### src/rtl/mdu_div.sv
// Sequential radix-2 non-restoring divider for the MIPS multiply/divide unit (DIV/DIVU).
// One quotient bit per clock on operand magnitudes, then one cycle of remainder correction and sign fix-up.
module mdu_div #(
  parameter int WIDTH = 32
) (
  input  logic             i_clock,
  input  logic             i_reset,
  input  logic             i_start,
  input  logic             i_abort,
  input  logic             i_is_signed,
  input  logic [WIDTH-1:0] i_dividend,
  input  logic [WIDTH-1:0] i_divisor,
  output logic             o_busy,
  output logic             o_done,
  output logic [WIDTH-1:0] o_quotient,
  output logic [WIDTH-1:0] o_remainder,
  output logic             o_div_by_zero
);

  localparam int CW = $clog2(WIDTH + 1);
  localparam logic [CW-1:0] LAST_CNT = CW'(WIDTH - 1);

  typedef enum logic [1:0] {
    S_IDLE = 2'd0,
    S_ITER = 2'd1,
    S_FIX  = 2'd2
  } state_t;

  state_t           r_state;
  state_t           w_state_nxt;
  logic [WIDTH:0]   r_p;
  logic [WIDTH-1:0] r_q;
  logic [WIDTH-1:0] r_d;
  logic [WIDTH-1:0] r_dividend;
  logic             r_neg_q;
  logic             r_neg_r;
  logic             r_zero;
  logic [CW-1:0]    r_cnt;
  logic             r_busy;
  logic             r_done;
  logic [WIDTH-1:0] r_quot;
  logic [WIDTH-1:0] r_rem;
  logic             r_dbz;

  logic             w_accept;
  logic             w_divisor_zero;
  logic [WIDTH-1:0] w_dvd_mag;
  logic [WIDTH-1:0] w_dvs_mag;
  logic [WIDTH:0]   w_shift;
  logic [WIDTH:0]   w_p_step;
  logic [WIDTH-1:0] w_q_step;
  logic [WIDTH-1:0] w_rem_mag;
  logic [WIDTH-1:0] w_quot_fix;
  logic [WIDTH-1:0] w_rem_fix;

  assign w_accept       = (r_state == S_IDLE) && i_start && !i_abort;
  assign w_divisor_zero = (i_divisor == {WIDTH{1'b0}});

  // Operand magnitudes; only negated for signed operations with the MSB set.
  always_comb begin
    if (i_is_signed && i_dividend[WIDTH-1]) begin
      w_dvd_mag = {WIDTH{1'b0}} - i_dividend;
    end else begin
      w_dvd_mag = i_dividend;
    end
    if (i_is_signed && i_divisor[WIDTH-1]) begin
      w_dvs_mag = {WIDTH{1'b0}} - i_divisor;
    end else begin
      w_dvs_mag = i_divisor;
    end
  end

  // One non-restoring step plus the final correction and sign application.
  // The true partial remainder stays in [-D, D), so wrapping in WIDTH+1 bits is exact.
  always_comb begin
    w_shift = {r_p[WIDTH-1:0], r_q[WIDTH-1]};
    if (r_p[WIDTH]) begin
      w_p_step = w_shift + {1'b0, r_d};
    end else begin
      w_p_step = w_shift - {1'b0, r_d};
    end
    w_q_step = {r_q[WIDTH-2:0], ~w_p_step[WIDTH]};
    if (r_p[WIDTH]) begin
      w_rem_mag = r_p[WIDTH-1:0] + r_d;
    end else begin
      w_rem_mag = r_p[WIDTH-1:0];
    end
    if (r_neg_q) begin
      w_quot_fix = {WIDTH{1'b0}} - r_q;
    end else begin
      w_quot_fix = r_q;
    end
    if (r_neg_r) begin
      w_rem_fix = {WIDTH{1'b0}} - w_rem_mag;
    end else begin
      w_rem_fix = w_rem_mag;
    end
  end

  // Next-state logic; abort returns to IDLE from any state.
  always_comb begin
    w_state_nxt = r_state;
    if (i_abort) begin
      w_state_nxt = S_IDLE;
    end else begin
      case (r_state)
        S_IDLE: begin
          if (w_accept) begin
            w_state_nxt = w_divisor_zero ? S_FIX : S_ITER;
          end else begin
            w_state_nxt = S_IDLE;
          end
        end
        S_ITER: begin
          if (r_cnt == LAST_CNT) begin
            w_state_nxt = S_FIX;
          end else begin
            w_state_nxt = S_ITER;
          end
        end
        S_FIX:   w_state_nxt = S_IDLE;
        default: w_state_nxt = S_IDLE;
      endcase
    end
  end

  // State register.
  always_ff @(posedge i_clock or posedge i_reset) begin
    if (i_reset) begin
      r_state <= S_IDLE;
    end else begin
      r_state <= w_state_nxt;
    end
  end

  // Datapath and result registers; results only change on a completed FIX.
  always_ff @(posedge i_clock or posedge i_reset) begin
    if (i_reset) begin
      r_p        <= {(WIDTH + 1){1'b0}};
      r_q        <= {WIDTH{1'b0}};
      r_d        <= {WIDTH{1'b0}};
      r_dividend <= {WIDTH{1'b0}};
      r_neg_q    <= 1'b0;
      r_neg_r    <= 1'b0;
      r_zero     <= 1'b0;
      r_cnt      <= {CW{1'b0}};
      r_busy     <= 1'b0;
      r_done     <= 1'b0;
      r_quot     <= {WIDTH{1'b0}};
      r_rem      <= {WIDTH{1'b0}};
      r_dbz      <= 1'b0;
    end else begin
      r_done <= 1'b0;
      if (i_abort) begin
        r_busy <= 1'b0;
      end else begin
        case (r_state)
          S_IDLE: begin
            if (w_accept) begin
              r_p        <= {(WIDTH + 1){1'b0}};
              r_q        <= w_dvd_mag;
              r_d        <= w_dvs_mag;
              r_dividend <= i_dividend;
              r_neg_q    <= i_is_signed & (i_dividend[WIDTH-1] ^ i_divisor[WIDTH-1]);
              r_neg_r    <= i_is_signed & i_dividend[WIDTH-1];
              r_zero     <= w_divisor_zero;
              r_cnt      <= {CW{1'b0}};
              r_busy     <= 1'b1;
            end else begin
              r_busy <= 1'b0;
            end
          end
          S_ITER: begin
            r_p   <= w_p_step;
            r_q   <= w_q_step;
            r_cnt <= r_cnt + CW'(1);
          end
          S_FIX: begin
            if (r_zero) begin
              r_quot <= {WIDTH{1'b1}};
              r_rem  <= r_dividend;
              r_dbz  <= 1'b1;
            end else begin
              r_quot <= w_quot_fix;
              r_rem  <= w_rem_fix;
              r_dbz  <= 1'b0;
            end
            r_done <= 1'b1;
            r_busy <= 1'b0;
          end
          default: begin
            r_busy <= 1'b0;
          end
        endcase
      end
    end
  end

  assign o_busy        = r_busy;
  assign o_done        = r_done;
  assign o_quotient    = r_quot;
  assign o_remainder   = r_rem;
  assign o_div_by_zero = r_dbz;

endmodule

### config.mk
export PLATFORM = sky130hd
export DESIGN_NAME = mdu_div
export DESIGN_NICKNAME = d
export VERILOG_FILES = /design/src/rtl/mdu_div.sv
export SDC_FILE = /design/constraint.sdc
export NUM_CORES = 1
export LEC_CHECK = 0
export ABC_AREA = 1
export ABC_CLOCK_PERIOD_IN_PS = 8900
export BUFFER_PORTS_ARGS = -buffer_cell sky130_fd_sc_hd__buf_4
export CELL_PAD_IN_SITES_DETAIL_PLACEMENT = 1
export CELL_PAD_IN_SITES_GLOBAL_PLACEMENT = 2
export CORE_MARGIN = 2
export CORE_UTILIZATION = 34
export DETAILED_ROUTE_END_ITERATION = 10
export GPL_TIMING_DRIVEN = 1
export HOLD_SLACK_MARGIN = 0.02
export PLACE_DENSITY_LB_ADDON = 0.1
export SLEW_MARGIN = 15
export SYNTH_ARGS = -nofsm -noshare
export SYNTH_HDL_FRONTEND = slang
export SYNTH_SLANG_ARGS = --single-unit
### constraint.sdc
create_clock -name i_clock -period 8.9 [get_ports i_clock]
set_clock_uncertainty 0.2 [all_clocks]
set_input_delay 0.89 -clock i_clock [delete_from_list [all_inputs] [get_ports i_clock]]
set_output_delay 0.89 -clock i_clock [all_outputs]
set_load 0.02 [all_outputs]
# Word level (Yosys, flattened, before mapping)
# Index checks and enable logic that the tools add are counted.
[word_totals]
memories = 0
mem_bits_rw = 0
latch_bits = 0
reg_bits = 207
romBits = 0
in_bits = 69
out_inout_bits = 67
elab_cells = 68
[op_classes]
n_lt_le_gt_ge = 0
n_addsub = 8
mul = 0
eq_ne = 5
shifts = 0
bitwise_logic = 5
n_mux = 25
div_mod_pow = 0
reduce_logical = 11
[op_table]
columns = ["op", "count"]
rows = [
  ["2-to-1 mux 32 bit", 8],
  ["subtractor 1 x 32 -> 32 bit (first input constant)", 4],
  ["2-to-1 mux 33 bit", 2],
  ["case mux 33 bit (2 select lines)", 1],
  ["case mux 32 bit (2 select lines)", 1],
  ["adder 33 x 32 -> 33 bit", 1],
  ["subtractor 33 x 32 -> 33 bit", 1],
  ["adder 32 bit", 1],
  ["zero test 32 bit", 1],
  ["case mux 6 bit (2 select lines)", 1],
  ["2-to-1 mux 2 bit", 4],
  ["adder 6 x 1 -> 6 bit (second input constant)", 1],
  ["== test 6 x 5 -> 1 bit (second input constant)", 1],
  ["2-to-1 mux 6 bit", 1],
  ["AND reduction 3 bit", 2],
  ["2-to-1 mux 1 bit", 5],
  ["logical AND 1 bit", 4],
  ["inequality test 2 bit (second input constant)", 2],
  ["case mux 2 bit (2 select lines)", 1],
  ["AND 1 bit", 2],
  ["== test 2 x 1 -> 1 bit (second input constant)", 1],
  ["== test 2 bit (second input constant)", 1],
  ["zero test 2 bit", 1],
  ["NOT 1 bit", 2],
  ["other kinds (5)", 5],
]

# Depth between registers and ports, before layout
# Gate-level depths: netlist (run 1).
[depth]
ltp_word = 6
mapped_depth = 25
ltp_nobuf = 25

# Worst setup path before layout (run 1)
# OpenSTA, ideal clock, no wires.
[synth_path]
path_kind = "reg-to-reg"
startpoint = "register r_p[32]"
endpoint = "register r_p[24]"
required_ns = 8.570
arrival_ns = 3.472
path_stages_with_launch = 22
setup_time_ns = 0.130
period_less_slack_ns = 3.802
setup_slack_ns = 5.098
cell_sequence = "dfrtp_1 > buf_6 > buf_2 > buf_1 > buf_2 > buf_1 > nand2_1 > o21ai_0 > inv_1 > fa_1 > inv_1 > nand2_1 > o21ai_1 > a21oi_1 > o21ai_1 > inv_1 > o21ai_2 > a21o_1 > a21oi_1 > or2_2 > nand3_1 > o21ai_0"
[synth_via]
elab_chain_cells = 2
[synth_rtl]
columns = ["item", "line_no", "text"]
rows = [
  ["start, declared", "31", "logic [WIDTH:0] r_p;"],
  ["start signal, assigned", "139", "r_p <= {(WIDTH + 1){1'b0}};"],
  ["start signal, assigned", "160", "r_p <= {(WIDTH + 1){1'b0}};"],
  ["start signal, assigned", "174", "r_p <= w_p_step;"],
  ["2-to-1 mux 33 bit", "77", "if (r_p[WIDTH]) begin"],
  ["case mux 33 bit (2 select lines)", "157", "case (r_state)"],
]
# Every way passes these cells.
# A chain may end at the register's enable or synchronous reset.

# Final worst setup path (run 1)
# Same ends and word-level chain as after synthesis.

==> results of run 1 <==
## flip-flops by register name (all words and copies together), names as in the netlist
register and cells:
r_cnt 6, r_neg_r 1, r_p 33, o_done 1, o_div_by_zero 1, o_quotient 32
r_state 2, o_remainder 32, r_d 32, o_busy 1, r_q 32, r_zero 1
r_dividend 32, r_neg_q 1
## logic make-up (layout without fill, tap and decap cells)
logic type / Yosys count / count (layout) / synth area share
buffers and inverters: 424 / 538 / 0.0959
XOR/XNOR: 77 / 77 / 0.0399
adder cells (fa/ha/maj): 71 / 71 / 0.0534
AND/OR/NAND/NOR: 1299 / 1299 / 0.338
flip-flops: 207 / 207 / 0.306
AO/OA/AOI/OAI: 490 / 490 / 0.166
## through the flow
stage,power [mW],setup WS (ns),instances
after floorplan,3.65,2.16,2568
after global placement,4.77,4.54,3300
after detailed placement,4.82,4.44,3300
after CTS,5.97,4.41,3346
after global routing,6.46,3.98,3346
final,5.98,4.34,3346
## cells in the final DEF, fill, tap and decap left out, types with 25 or more instances in the layout
cell and instances:
nor3_1 49, buf_4 152, ha_1 69, clkbuf_16 26, nand3_1 198, o211ai_1 25, inv_1 319, nor2_1 193
a21oi_1 150, nand4_1 29, dfrtp_1 206, o21ai_0 204, nand2_1 728, xor2_1 61
## cell type report
| cell class | instances | area [um^2] | area share |
|---|---|---|---|
| Multi-Input combinational cell | 1937 | 10100 | 0.520 |
| Sequential cell | 207 | 5180 | 0.266 |
| Inverter | 340 | 1290 | 0.0661 |
| Timing Repair Buffer | 152 | 1140 | 0.0587 |
| Tap cell | 664 | 831 | 0.0427 |
| Clock buffer | 37 | 762 | 0.0392 |
| Clock inverter | 9 | 135 | 0.00695 |
## final timing paths
path | start | end | cells after the start
setup / recovery | r_p[32] | r_p[24] | 17
hold / removal | i_reset | r_d[4] | 2
setup reg to reg | r_p[32] | r_p[24] | 17
hold reg to reg | r_dividend[5] | r_dividend[5] | 2
max in group asynchronous | i_reset | o_remainder[31] | 3
min in group i_clock | r_dividend[5] | r_dividend[5] | 2
## per-layer routing
| layer | GRT usage | wire length [um] |
|---|---|---|
| met5 | 0 | 0 |
| met4 | 0.0540 | 1260 |
| met3 | 0.0212 | 2870 |
| met2 | 0.437 | 31300 |
| met1 | 0.431 | 36900 |
## cell usage after synthesis, types with 4 or more instances
| library cell | count | share of area |
|---|---|---|
| nand2_1 | 729 | 0.16 |
| inv_1 | 321 | 0.071 |
| dfrtp_1 | 207 | 0.31 |
| o21ai_0 | 204 | 0.060 |
| nand3_1 | 198 | 0.059 |
| nor2_1 | 195 | 0.043 |
| a21oi_1 | 150 | 0.044 |
| ha_1 | 69 | 0.051 |
| clkbuf_1 | 63 | 0.014 |
| xor2_1 | 61 | 0.032 |
| nor3_1 | 49 | 0.015 |
| nand4_1 | 29 | 0.011 |
| o211ai_1 | 25 | 0.011 |
| o22ai_1 | 23 | 0.0085 |
| nand2_2 | 19 | 0.0070 |
| xnor2_1 | 16 | 0.0083 |
| inv_2 | 14 | 0.0031 |
| o21ai_1 | 13 | 0.0038 |
| nor2_2 | 12 | 0.0044 |
| o22a_1 | 11 | 0.0057 |
| buf_2 | 10 | 0.0030 |
| nand3_2 | 10 | 0.0059 |
| buf_1 | 9 | 0.0020 |
| nor3_2 | 9 | 0.0053 |
| or2_2 | 9 | 0.0033 |
| o32a_1 | 8 | 0.0047 |
| nand3b_1 | 7 | 0.0031 |
| nor2_4 | 7 | 0.0047 |
| nor4_1 | 7 | 0.0026 |
| a21o_1 | 6 | 0.0027 |
| o21bai_1 | 6 | 0.0027 |
| a31oi_1 | 5 | 0.0019 |
| o21a_1 | 5 | 0.0022 |
| clkinv_1 | 4 | 0.00089 |
| o221ai_1 | 4 | 0.0021 |
| o311ai_0 | 4 | 0.0021 |
| o31ai_1 | 4 | 0.0018 |
## report_power, final
group	internal, mW	switching (mW)	leakage [nW]
Sequential	1.11	0.309	2.61
Combinational	1.04	2.39	6.82
Clock	0.680	0.444	0.445
Total	2.83	3.15	9.88
## critical path, cell delays in order (launching register included)
cell	delay, ns
dfrtp_2	0.79
buf_4	0.58
nand2_1	0.12
o21ai_0	0.16
inv_1	0.11
fa_1	0.42
inv_1	0.07
nand2_1	0.06
o21ai_1	0.21
a21oi_1	0.14
o21ai_1	0.26
inv_1	0.10
o21ai_2	0.33
a21o_1	0.24
a21oi_1	0.11
or2_2	0.30
nand3_1	0.06
o21ai_0	0.08
==> impl_metrics.ini, run 1 <==
[route]
drt_iter0_markers = 1377
vias_per_cell = 5.33
firstDrtPassIters = 5
vias = 17800
antenna_left = 0
wirelength_um = 72300
wl_per_cell_um = 21.6
drc = 0

[floorplan]
io-pin-count = 136
die_h_um = 227
coreArea_um2 = 49100
die_w_um = 227
start_util = 0.345
dieArea_um2 = 51500
fp-row-count = 81

[cts]
clkTransAtPathRegs_ns = 0.06
h-tree-depth = 1
ctsResizeCount = 0
cts_setup_buffers = 0
numClockSinks = 207
cts_inserted_buffers = 26
clock_path_buffers = 3
clk_latency_ns = 0.56
cts_tree = done
root_buffer = clkbuf_16
cts_hold_buf = 0

[timing]
fmax_mhz = 219
min_period_ns = 4.56
tightest_slew_ns = 0.936
slew_headroom = 0.376
setup_violations = 0
rsz0062_at_grt = false
fin_tns_setup_ns = 0
finalMaxSlewViolations = 0
hold_ws_ns = 0.234
period_share = 0.513
finalHoldViolations = 0

[finish]
fin_nets = 2804
fin_util = 0.397
nFillCells = 6482
design_area_um2 = 19500
syn2layout_area_growth_pct = 15.1
final_layout_size_suffix_gt1_frac = 0.111
n_antenna_cell = 0

[pwr]
powerDensity_nw_per_um2 = 307
ir_drop_uv = 133
leakagePower_nw = 9.88

[yosys]
syn_nets = 2708
ys_warn_count = 0
postSynth.asyncResetShare = 1.00
synth_edf_count = 0
yosysSeqAreaShare = 0.306
synth_top_flop_cell = dfrtp_1
synth-seq-cells = 207
netlist_instances = 2568
syn_area_um2 = 16900
avgSynthCellArea_um2 = 6.58
ys_types = 66

[grt]
grt_pass1_wl_um = 111000
grt_pass1_vias = 18000
grt_usage = 0.282
overflow = 0
grt_max_degree = 81
grt_antenna_before_repair = 1

[setup_path]
critPathMaxFanout = 45
ff2ff_setup_slack_ns = 4.34
start_kind = register
crit_required_ns = 9.10
path_class = register to register
cp_data_arrival_time_ns = 4.76
end_kind = register

[run_status]
status = completed

[hold_path]
hp-class = primary input to asynchronous set/reset pin

[placed_design]
placedInstanceArea_um2 = 18600
portBuffers = 135
dp_hpwl_um = 57700
finalWeightedCongestion = 0.935

[flow_run]
cap_violations = 0
Power figures use the tool's default switching activity.
==> run 2: changes to the inputs <==
- ABC_AREA: 1 -> 0
- ABC_CLOCK_PERIOD_IN_PS: 8900 -> 3800
- CORE_UTILIZATION: 34 -> 33
- clock period: 8.9 -> 3.8 ns (I/O delays scaled with it)
==> run 2 against run 1 <==
Compared with the run above: core utilization up 6.5 points; maximum frequency up 11%; sequential cell count unchanged; global-route usage down 6.7 points; the flow now finishes with violations (negative setup slack); critical path type unchanged; critical endpoint is now r_p[31]; die area down 8.6%; highest routed layer unchanged; count of clock-buffer cells in the layout up 3; largest power group unchanged; power rose to 2.5 times the previous value.
==> impl_metrics.ini, run 2 <==
[run_status]
status = finished with violations
violations = negative setup slack

[finish]
final_cell_mix = buf_4, nand2_1, dfrtp_1
largest_reg_flops = 33
nFillCells = 5306
regArea_um2 = 5180
design_area_um2 = 20800
top_register = r_p
multi_input_area_um2 = 9960
final_layout_size_suffix_gt1_frac = 0.266
fin_nets = 2376
n_antenna_cell = 0
syn2layout_area_growth_pct = 39.0
final_common_cell = buf_4

[yosys]
synth_top_flop_cell = dfrtp_1
syn_nets = 1965
synthTopCellsByArea = dfrtp_1, nand2_1, xor2_1
yosysMostFrequentCell = nand2_1
ys_types = 94
yosysTopAreaCell = dfrtp_1
ys_warn_count = 0
netlist_instances = 1825
syn_area_um2 = 15000
postSynth.asyncResetShare = 1.00
yosysTopAreaCellShare = 0.346
yosysSeqAreaShare = 0.346
synth_edf_count = 0
avgSynthCellArea_um2 = 8.20
synth_commonest_cells = nand2_1, dfrtp_1, a21oi_1
synth-seq-cells = 207

[timing]
slew_headroom = 0.231
finalHoldViolations = 0
fmax_mhz = 244
rsz0062_at_grt = true
min_period_ns = 4.10
fin_ws_ns = -0.303
setup_violations = 27
hold_ws_ns = 0.0880
period_share = 1.08
finalMaxSlewViolations = 0
tightest_slew_ns = 1.15
fin_tns_setup_ns = -2.91

[cts]
cts_tree = done
clkTransAtPathRegs_ns = 0.06
clk_latency_ns = 0.55
numClockSinks = 207
root_buffer = clkbuf_16
h-tree-depth = 1
cts_inserted_buffers = 27
clock_path_buffers = 3

[grt]
grt_pass1_vias = 15300
overflow = 0
grt_max_degree = 113
grt_antenna_before_repair = 0
grt_usage = 0.216
grt_pass1_wl_um = 82100

[floorplan]
die_h_um = 217
die_w_um = 217
io-pin-count = 136
start_util = 0.332
coreArea_um2 = 45100
fp-row-count = 78
dieArea_um2 = 47100

[route]
vias_per_cell = 5.05
antenna_left = 0
vias = 14400
wirelength_um = 50800
firstDrtPassIters = 4
drt_iter0_markers = 705
wl_per_cell_um = 17.8
drc = 0

[placed_design]
dp_hpwl_um = 38700
dp_slack_ns = -0.609
placedInstanceArea_um2 = 18500
finalWeightedCongestion = 0.840
portBuffers = 135

[pwr]
ir_drop_uv = 405
leakagePower_nw = 9.61
powerDensity_nw_per_um2 = 731

[setup_path]
cp_common_cell = a21oi_2
crit_buf_inv = 1
crit_required_ns = 4.04
end_kind = register
path_cells = or3_4 > nor3_4 > buf_6 > nor2_4 > xor2_1 > ha_1 > and3_4 > a221o_1 > a21oi_2 > o31ai_2 > a21oi_2 > a21oi_2 > a211oi_2 > o21bai_1 > a21o_1 > a311oi_2 > xnor2_1 > a22o_1
critPathSlowestCell = or3_4
max_stage_delay_ns = 0.40
cpLargestDelayFamily = compound AO/OA/AOI/OAI gates
start_kind = register
cp_data_arrival_time_ns = 4.34
path_class = register to register
critPathMaxFanout = 2

[hold_path]
hp-class = primary input to asynchronous set/reset pin

[flow_run]
cap_violations = 0
-- run 2: cell types whose count changed after synthesis, sizes merged, moves of 25 or more --
cell,change
xor2,+52
or3,+29
nand2,-467
inv,-296
o21ai,-45
a22o,+27
nand3,-192
a21oi,+25
xnor2,+64
nor2,-50
-- run 2: final timing paths --
path                            slack (ns)             end           start  cells after the start
worst max-delay path                 -0.30         r_p[31]          r_d[7]                     18
worst min-delay path                  0.09          o_done         i_reset                      3
worst max register to register       -0.30         r_p[31]          r_d[7]                     18
worst min register to register        0.27  r_dividend[30]  r_dividend[30]                      2
max in group asynchronous             2.39         r_p[32]         i_reset                      4
min in group i_clock                  0.12          r_q[0]   i_dividend[0]                      4
-- run 2: per-stage QoR --
step | power, mW | instances | utilization
final | 15.2 | 2854 | 0.461
after global placement | 11.3 | 2719 | 0.410
after CTS | 15.0 | 2854 | 0.456
after global routing | 16.4 | 2854 | 0.461
after detailed placement | 11.6 | 2719 | 0.410
after floorplan | 8.24 | 1825 | -
-- run 2: layout make-up --
class                           instances  area share
Multi-Input combinational cell       1486       0.479
Inverter                               41     0.00758
Timing Repair Buffer                  473       0.185
Clock buffer                           40      0.0392
Tap cell                              600      0.0361
Clock inverter                          7     0.00409
Sequential cell                       207       0.249
-- run 2: cell families (layout without fill, tap and decap cells) --
| family | Yosys count | in the layout | share of synthesized area |
|---|---|---|---|
| flops | 207 | 207 | 0.346 |
| xor+xnor | 194 | 194 | 0.114 |
| mux | 25 | 25 | 0.0171 |
| compound gates | 555 | 555 | 0.231 |
| simple gates | 641 | 641 | 0.196 |
| buf+inv | 132 | 561 | 0.0351 |
| fa+ha+maj | 71 | 71 | 0.0604 |
-- run 2: where the power goes --
group / leakage (nW) / total, mW / internal [mW] / switching (mW)
Sequential: 2.71 / 2.91 / 2.54 / 0.370
Combinational: 6.44 / 9.69 / 4.75 / 4.94
Clock: 0.450 / 2.60 / 1.60 / 1.00
-- run 2: timing repair --
item	4_1_cts	5_1_grt
gates resized for setup	86	59
endpoints found under the setup margin	36	39
hold endpoints to repair	280	0
setup buffers	22	1
hold buffers	66	0
pin swaps	51	44
-- run 2: routing by layer --
metal  global-route usage  share of wire
met3               0.0224          0.027
met2                0.382           0.48
met4               0.0447          0.018
met1                0.284           0.47
met5                    0              0
-- run 2: worst min-delay path, delay by kind of cell --
kind / cells / cell delay (ns)
buffers and inverters: 3 / 0.79
==> run 3: changes to the inputs <==
- ABC_CLOCK_PERIOD_IN_PS: 3800 -> 5100
- CORE_UTILIZATION: 33 -> 40
- REMOVE_ABC_BUFFERS: not set -> 1
- clock period: 3.8 -> 5.1 ns (I/O delays scaled with it)
==> run 3 against run 2 <==
Compared with the run above: the run now ends clean; sequential cell count did not move; first-iteration DRC count fell by 20%; maximum frequency is 12% lower; register-to-register slack improved by 0.72 ns; hold slack got worse by 0.045 ns; sequential power is 21% lower; die area shrank 17%; sequential share of layout area up 4.5 points; critical path type unchanged.
==> impl_metrics.ini, run 3 (synthesis gave the netlist of run 2 again) <==
[run_status]
status = completed

[route]
wirelength_um = 45600
wl_met3_um = 1390
wl_per_cell_um = 18.7
drt-met1-wl_um = 22100
top_layer = met5
dr_wl_met2_um = 21300
drc = 0
drt_iter0_markers = 561
vias = 13300
firstDrtPassIters = 5
antenna_left = 0
vias_per_cell = 5.47

[pwr]
total_power_mw = 9.05
p_comb_frac = 0.535
ir_drop_uv = 196
p_seq_frac = 0.254
pwr-share-clk = 0.211
p_sw_mw = 3.91
p_int_mw = 5.14
powerDensity_nw_per_um2 = 514
p_sw_frac = 0.432
leakagePower_nw = 8.00

[setup_path]
start_kind = register
reg2regPathDepth = 16
ff2ff_setup_slack_ns = 0.42
r2r_start = r_d[1]
end_kind = register
path_cells = inv_1 > ha_1 > nand2_1 > nor3_1 > a21oi_1 > xor2_1 > ha_1 > and3_1 > a221o_1 > o32ai_1 > a21oi_1 > a41oi_1 > a31o_2 > a21oi_1 > mux2i_1 > a221oi_1
cp_common_cell = a21oi_1
crit_required_ns = 5.26
path_class = register to register
worstReg2RegEnd = r_q[0]
cp_data_arrival_time_ns = 4.84
cpLargestDelayFamily = compound AO/OA/AOI/OAI gates
critPathSlowestCell = o32ai_1
max_stage_delay_ns = 0.56
critPathMaxFanout = 7
crit_buf_inv = 1

[finish]
largest_reg_flops = 33
multi_input_area_um2 = 9300
fin_util = 0.480
final_cell_mix = nand2_1, dfrtp_1, a21oi_1
final_common_cell = nand2_1
final_layout_size_suffix_gt1_frac = 0.126
fin_nets = 2088
regArea_um2 = 5180
design_area_um2 = 17600
syn2layout_area_growth_pct = 17.7
nFillCells = 4417
final_cells = 2434
top_register = r_p

[floorplan]
dieArea_um2 = 39000
io-pin-count = 136
die_w_um = 197
coreArea_um2 = 36700
start_util = 0.408
fp-row-count = 70
die_h_um = 197

[flow_run]
cap_violations = 0

[timing]
fmax_mhz = 214
slew_headroom = 0.321
finalHoldViolations = 0
setup_violations = 0
finalMaxSlewViolations = 0
fin_tns_setup_ns = 0
rsz0062_at_grt = false
period_share = 0.918
min_period_ns = 4.68
hold_ws_ns = 0.0432
tightest_slew_ns = 1.02
fin_ws_ns = 0.419

[cts]
numClockSinks = 207
clkTransAtPathRegs_ns = 0.06
root_buffer = clkbuf_16
cts_setup_buffers = 0
cts_tree = done
clk_latency_ns = 0.55
clock_path_buffers = 3
cts_inserted_buffers = 26
h-tree-depth = 1

[grt]
grt_usage = 0.239
grt_max_degree = 131
grt_antenna_before_repair = 1
overflow = 0
grt_pass1_vias = 13700
grt_pass1_wl_um = 74900

[placed_design]
finalWeightedCongestion = 0.847
dp_hpwl_um = 35000
placedInstanceArea_um2 = 16400
portBuffers = 135
placed_cells = 2358
dp_slack_ns = 0.283

[hold_path]
min_from = i_dividend[6]
min_path_cells = 3
hold_end = r_dividend[6]
hp-class = primary input to register
[run 3: cell count changes in the layout (fill, tap and decap cells not counted), moves of 5 or more]
cell	previous run	this run
xnor2_1	73	80
o21ai_0	136	159
dlygate4sd3_1	66	30
a31oi_4	5	0
nand2_1	276	282
xnor2_2	7	0
buf_4	384	155
a31oi_1	11	17
o21ai_1	27	14
a21oi_1	156	177
o21ai_2	10	1
buf_6	18	0
nor2_1	156	161
a21oi_2	20	0
[run 3: cell type report]
type	instances	area share
Antenna cell	1	0.000142
Clock buffer	39	0.0460
Clock inverter	6	0.00490
Inverter	41	0.00916
Multi-Input combinational cell	1486	0.528
Sequential cell	207	0.294
Tap cell	468	0.0332
Timing Repair Buffer	186	0.0843
[run 3: how the worst max path moves through the flow]
stage / endpoint / startpoint / slack [ns] / cells past startpoint
floorplan: o_busy / i_reset / -1.26 / 1
global placement: r_p[31] / r_d[1] / 0.42 / 16
detailed placement: r_p[31] / r_d[1] / 0.28 / 19
CTS: r_p[31] / r_d[1] / 0.26 / 19
global route: r_q[0] / r_d[7] / 0.02 / 18
finish: r_q[0] / r_d[1] / 0.42 / 16
[run 3: per-layer routing]
| metal | GRT usage | vias to the layer above |
|---|---|---|
| li1 | - | 6709 |
| met1 | 0.329 | 6376 |
| met2 | 0.404 | 172 |
| met3 | 0.0246 | 49 |
| met4 | 0.0546 | 2 |
| met5 | 0 | - |
[run 3: worst register-to-register path, stage by stage, from the launching register on]
cell and delay [ns]:
dfrtp_1 0.47, inv_1 0.09, ha_1 0.18, nand2_1 0.07
nor3_1 0.31, a21oi_1 0.15, xor2_1 0.16, ha_1 0.34
and3_1 0.22, a221o_1 0.38, o32ai_1 0.57, a21oi_1 0.23
a41oi_1 0.43, a31o_2 0.29, a21oi_1 0.12, mux2i_1 0.23
a221oi_1 0.07
[run 3: power by group through the flow]
stage	Combinational (mW)	Sequential (mW)	Clock, mW
6_report	4.84	2.30	1.91
5_1_grt	5.46	2.35	2.02
4_1_cts	4.85	2.30	1.96
3_5_place_dp	4.81	2.32	0
3_3_place_gp	4.75	2.32	0
2_1_floorplan	3.70	2.22	0
[run 3: what timing repair did]
item | in CTS | in global routing
endpoints found under the hold margin | 94 | 0
endpoints found under the setup margin | 0 | 1
gates resized for setup | 0 | 1
hold buffers | 30 | 0
